===== config.mk =====
export PLATFORM = sky130hd
export DESIGN_NAME = vga_sync_gen
export DESIGN_NICKNAME = d
export VERILOG_FILES = /design/src/rtl/vga_sync_gen.sv
export SDC_FILE = /design/constraint.sdc
export NUM_CORES = 1
export LEC_CHECK = 0
export ABC_AREA = 1
export CORE_ASPECT_RATIO = 0.8
export CORE_MARGIN = 2
export CORE_UTILIZATION = 53
export DETAILED_ROUTE_END_ITERATION = 7
export GPL_TIMING_DRIVEN = 1
export PLACE_DENSITY = 0.88
export SLEW_MARGIN = 20
export SYNTH_ARGS = -nofsm -noshare
export SYNTH_HDL_FRONTEND = slang
export SYNTH_SLANG_ARGS = --single-unit

===== constraint.sdc =====
create_clock -name clk -period 1.8 [get_ports clk]
set_input_delay 0.18 -clock clk [delete_from_list [all_inputs] [get_ports clk]]
set_output_delay 0.18 -clock clk [all_outputs]
set_load 0.01 [all_outputs]

===== src/rtl/vga_sync_gen.sv =====
// VGA timing generator: pixel-rate divider, x/y raster counters and registered
// sync/blanking decodes that change on the same edge as the coordinates.
module vga_sync_gen #(
  parameter int   CLK_DIV  = 2,
  parameter int   H_ACTIVE = 640,
  parameter int   H_FP     = 16,
  parameter int   H_SYNC   = 96,
  parameter int   H_BP     = 48,
  parameter int   V_ACTIVE = 480,
  parameter int   V_FP     = 10,
  parameter int   V_SYNC   = 2,
  parameter int   V_BP     = 33,
  parameter logic SYNC_POL = 1'b0
) (
  input  logic       clk,
  input  logic       rst_n,
  output logic       pixel_tick,
  output logic [9:0] x,
  output logic [9:0] y,
  output logic       video_on,
  output logic       hsync,
  output logic       vsync,
  output logic       frame_start
);

  localparam int H_TOTAL = H_ACTIVE + H_FP + H_SYNC + H_BP;
  localparam int V_TOTAL = V_ACTIVE + V_FP + V_SYNC + V_BP;

  localparam logic [3:0] DIV_LAST = 4'(CLK_DIV - 1);
  localparam logic [9:0] H_LAST   = 10'(H_TOTAL - 1);
  localparam logic [9:0] V_LAST   = 10'(V_TOTAL - 1);
  localparam logic [9:0] H_ACT    = 10'(H_ACTIVE);
  localparam logic [9:0] V_ACT    = 10'(V_ACTIVE);
  localparam logic [9:0] HS_BEG   = 10'(H_ACTIVE + H_FP);
  localparam logic [9:0] HS_END   = 10'(H_ACTIVE + H_FP + H_SYNC - 1);
  localparam logic [9:0] VS_BEG   = 10'(V_ACTIVE + V_FP);
  localparam logic [9:0] VS_END   = 10'(V_ACTIVE + V_FP + V_SYNC - 1);

  logic [3:0] div_cnt;
  logic       tick_cond;
  logic       div_wrap;
  logic       x_last;
  logic       y_last;
  logic [9:0] x_nxt;
  logic [9:0] y_nxt;

  // Out-of-range counter values are treated as "last" so they fall back to 0
  // on the next step instead of running away.
  always_comb begin
    tick_cond = (div_cnt == DIV_LAST);
    div_wrap  = tick_cond || (div_cnt > DIV_LAST);
    x_last    = (x >= H_LAST);
    y_last    = (y >= V_LAST);
    x_nxt     = x;
    y_nxt     = y;
    if (tick_cond) begin
      if (x_last) begin
        x_nxt = 10'd0;
        y_nxt = y_last ? 10'd0 : y + 10'd1;
      end else begin
        x_nxt = x + 10'd1;
      end
    end
  end

  // Decodes look at the next-state coordinates so controls and x/y share an edge.
  always_ff @(posedge clk or negedge rst_n) begin
    if (!rst_n) begin
      div_cnt     <= 4'd0;
      pixel_tick  <= 1'b0;
      x           <= 10'd0;
      y           <= 10'd0;
      video_on    <= 1'b1;
      hsync       <= ~SYNC_POL;
      vsync       <= ~SYNC_POL;
      frame_start <= 1'b0;
    end else begin
      div_cnt     <= div_wrap ? 4'd0 : div_cnt + 4'd1;
      pixel_tick  <= tick_cond;
      x           <= x_nxt;
      y           <= y_nxt;
      video_on    <= (x_nxt < H_ACT) && (y_nxt < V_ACT);
      hsync       <= ((x_nxt >= HS_BEG) && (x_nxt <= HS_END)) ? SYNC_POL : ~SYNC_POL;
      vsync       <= ((y_nxt >= VS_BEG) && (y_nxt <= VS_END)) ? SYNC_POL : ~SYNC_POL;
      frame_start <= tick_cond && x_last && y_last;
    end
  end

endmodule


==> results.json, run 1 <==
{
  "ioPinCount": 27,
  "ys_warn_count": 0,
  "power.density_nw_per_um2": 879,
  "syn_inst": 243,
  "ys_seq_area_share_pct": 41.1,
  "dr.first_iter.drc_count": 170,
  "cts_max_path_buffers": 2,
  "start_util_pct": 56.3,
  "n_antenna_cell": 0,
  "wirelength_um": 4170,
  "synth_area_leaders": "dfrtp_1 (37%), nand2_1 (13%), nand3_1 (7.3%)",
  "core_area_um2": 3150,
  "avgSynthCellArea_um2": 7.31,
  "first_pass_iters": 4,
  "synthAdderAreaFrac_pct": 4.23,
  "numPortBuffers": 26,
  "synth_xor_area_share_pct": 0.986,
  "reg2reg_depth": 10,
  "ctsHoldBuffers": 0,
  "fmax_mhz": 581,
  "htreeDepth": 2,
  "r2r-end": "video_on",
  "clk_latency_ps": 290,
  "row_count": 18,
  "min_period_ps": 1720,
  "antenna_left": 0,
  "met3_usage_pct": 7.69,
  "worstHoldPathType": "in -> async",
  "synth_top_family_by_area": "simple AND/OR/NAND/NOR gates",
  "fin_crit_sh_pct": 95.7,
  "ff2ff_setup_slack_ps": 80,
  "ir_drop_uv": 728,
  "grt_pass1_wl_um": 6580,
  "yosysTopAreaCell": "dfrtp_1",
  "met1_usage_pct": 33.2,
  "drc": 0,
  "place_ws_ps": 12.3,
  "die_w_um": 68.7,
  "die-area_um2": 3830,
  "met2_usage_pct": 32.7,
  "cp-end-kind": "register",
  "grt_antenna_before_repair": 0,
  "final_nets": 298,
  "synth_mux_area_share_pct": 0,
  "rr_startpoint": "x[0]",
  "placed_cell_area_um2": 2150,
  "setup-violations-final": 0,
  "grt_max_degree": 30,
  "clk_pin_slew_ps": 60,
  "grt_use_total_pct": 23.2,
  "arrival_ps": 1940,
  "skew_ps": 3.51,
  "fillers": 232,
  "syn_nets": 251,
  "multi_input_area_um2": 915,
  "maxSlewViolCount": 0,
  "wl_per_cell_um": 12.6,
  "syn_area_um2": 1780,
  "drive_gt1_share_pct": 22.0,
  "ys_types": 31,
  "register_area_um2": 731,
  "cp-start-kind": "register",
  "grt.overflow.total": 0,
  "maxCapViolations": 0,
  "clk_root_buffer_cell": "clkbuf_8",
  "required_ps": 2020,
  "synthToLayoutAreaGrowth_pct": 32.1,
  "synth-seq-cells": 29,
  "rsz0062_at_grt": "yes",
  "cp_max_fo": 6,
  "grt.busiest_layer": "met1",
  "leakagePower_uw": 0.00117,
  "status": "complete, no violations",
  "synth_compound_area_share_pct": 5.92,
  "path_class": "reg -> reg",
  "dp_hpwl_um": 3020,
  "setup_ws_ps": 77.9,
  "vias_per_cell": 5.15,
  "synthSimpleGateAreaFrac_pct": 37.5,
  "die_h_um": 55.8,
  "final_area_um2": 2350,
  "clock-sinks": 29,
  "gp_congestion": 0.935,
  "dr_total_vias": 1706,
  "cts_buffers": 5,
  "synth_top_area_share_pct": 36.6,
  "hold_violations": 0,
  "first_global_vias": 1504,
  "cts_tree": "done"
}
## worst max-delay path: stages, from the launching register on
cell      delay (ps)
dfrtp_1          350
ha_2             190
nand2_2           80
nor2_2           130
nor2_2            60
nor2_4           160
buf_4            140
nand3_1           70
a21oi_1          250
nand3b_1         160
nor2_1            50
## worst max-delay path by stage
stage,to,depth (start not counted),slack [ps],startpoint
2_1_floorplan,vsync,13,120,x[0]
3_3_place_gp,video_on,11,60,x[0]
3_5_place_dp,hsync,11,10,x[0]
4_1_cts,video_on,11,2,x[0]
5_1_grt,vsync,12,-60,y[1]
6_report,video_on,10,80,x[0]
## metal layers
layer  vias to the layer above  part of all wire (%)
met5                         -                     0
met4                         0                   1.4
met3                         7                   6.7
met2                        59                    44
met1                       779                    48
li1                        861                     -
## layout by cell type, fill, tap and decap left out, drive strengths merged
cell / n
nand2: 68
inv: 41
nor2: 35
nand3: 27
clkdlybuf4s50: 26
dfrtp: 26
buf: 16
nand4: 10
o21ai: 9
clkbuf: 8
ha: 6
a21oi: 5
dfstp: 3
xor2: 2
clkinv: 2
nor3: 1
o21bai: 1
a31o: 1
a21boi: 1
a21o: 1
nand3b: 1
conb: 1
## logic make-up (layout without fill, tap and decap cells)
kind of cell,after synthesis,count (layout)
simple gates,142,142
flops,29,29
other cells,1,1
buf+inv,45,93
compound gates,18,18
xor+xnor,2,2
fa+ha+maj,6,6
## flip-flops by register name, indices dropped and copies added, names as in the netlist
signal / flops
div_cnt: 4
vsync: 1
video_on: 1
y: 10
frame_start: 1
pixel_tick: 1
x: 10
hsync: 1
## area by class of cell
class | count | area share, %
clock buffers | 8 | 3.84
inverters | 43 | 7.25
multi-input cells | 169 | 39.0
flip-flops and latches | 29 | 31.1
well taps | 40 | 2.13
repair buffers | 42 | 16.7
## stage by stage
| step | utilization (%) | hold WS (ps) | power (µW) | TNS [ps] | cells |
|---|---|---|---|---|---|
| CTS | 71.0 | 292 | 2000 | 0 | 325 |
| detailed placement | 68.2 | 482 | 1430 | 0 | 317 |
| global route | 74.4 | 320 | 2210 | -108 | 331 |
| floorplan | - | -116 | 1150 | 0 | 243 |
| finish | 74.4 | 277 | 2060 | 0 | 331 |
| global placement | 68.2 | 477 | 1410 | 0 | 317 |
## timing repair
action	in CTS	in global routing
resized for setup	0	20
setup endpoints to repair	0	3
setup buffers	0	6
## cells in the mapped netlist
cell type / n
nand4_1: 10
dfstp_2: 3
buf_4: 1
o21ai_0: 8
nand3b_1: 1
a21oi_2: 1
buf_2: 1
nand3_1: 26
o21bai_1: 1
clkinv_1: 1
nand3_4: 1
a21o_1: 1
nor2_4: 3
o21ai_1: 1
a21boi_0: 1
nor2_2: 5
nor2_1: 27
ha_1: 6
nand2_2: 6
a31o_2: 1
a21oi_1: 4
inv_2: 5
xor2_1: 2
inv_4: 1
dfrtp_1: 26
conb_1: 1
nand2_4: 1
clkinv_2: 2
nand2_1: 61
inv_1: 34
nor3_1: 1
## power breakdown
part / internal (µW) / leakage, µW / switching [µW]
clock network: 311 / 0.0000455 / 245
logic: 324 / 0.000747 / 358
registers: 738 / 0.000376 / 86.5
total: 1370 / 0.00117 / 690
No activity file was read; power rests on OpenSTA's default activity.
==> inputs of run 2 (changes only) <==
--- a/config.mk
+++ b/config.mk
@@ -12,7 +12,7 @@
 export DETAILED_ROUTE_END_ITERATION = 7
 export GPL_TIMING_DRIVEN = 1
 export PLACE_DENSITY = 0.88
-export SLEW_MARGIN = 20
+export SLEW_MARGIN = 30
 export SYNTH_ARGS = -nofsm -noshare
 export SYNTH_HDL_FRONTEND = slang
 export SYNTH_SLANG_ARGS = --single-unit
==> results of run 2 <==
Same layout as run 1: the final DEF is identical, and so are final timing and power.
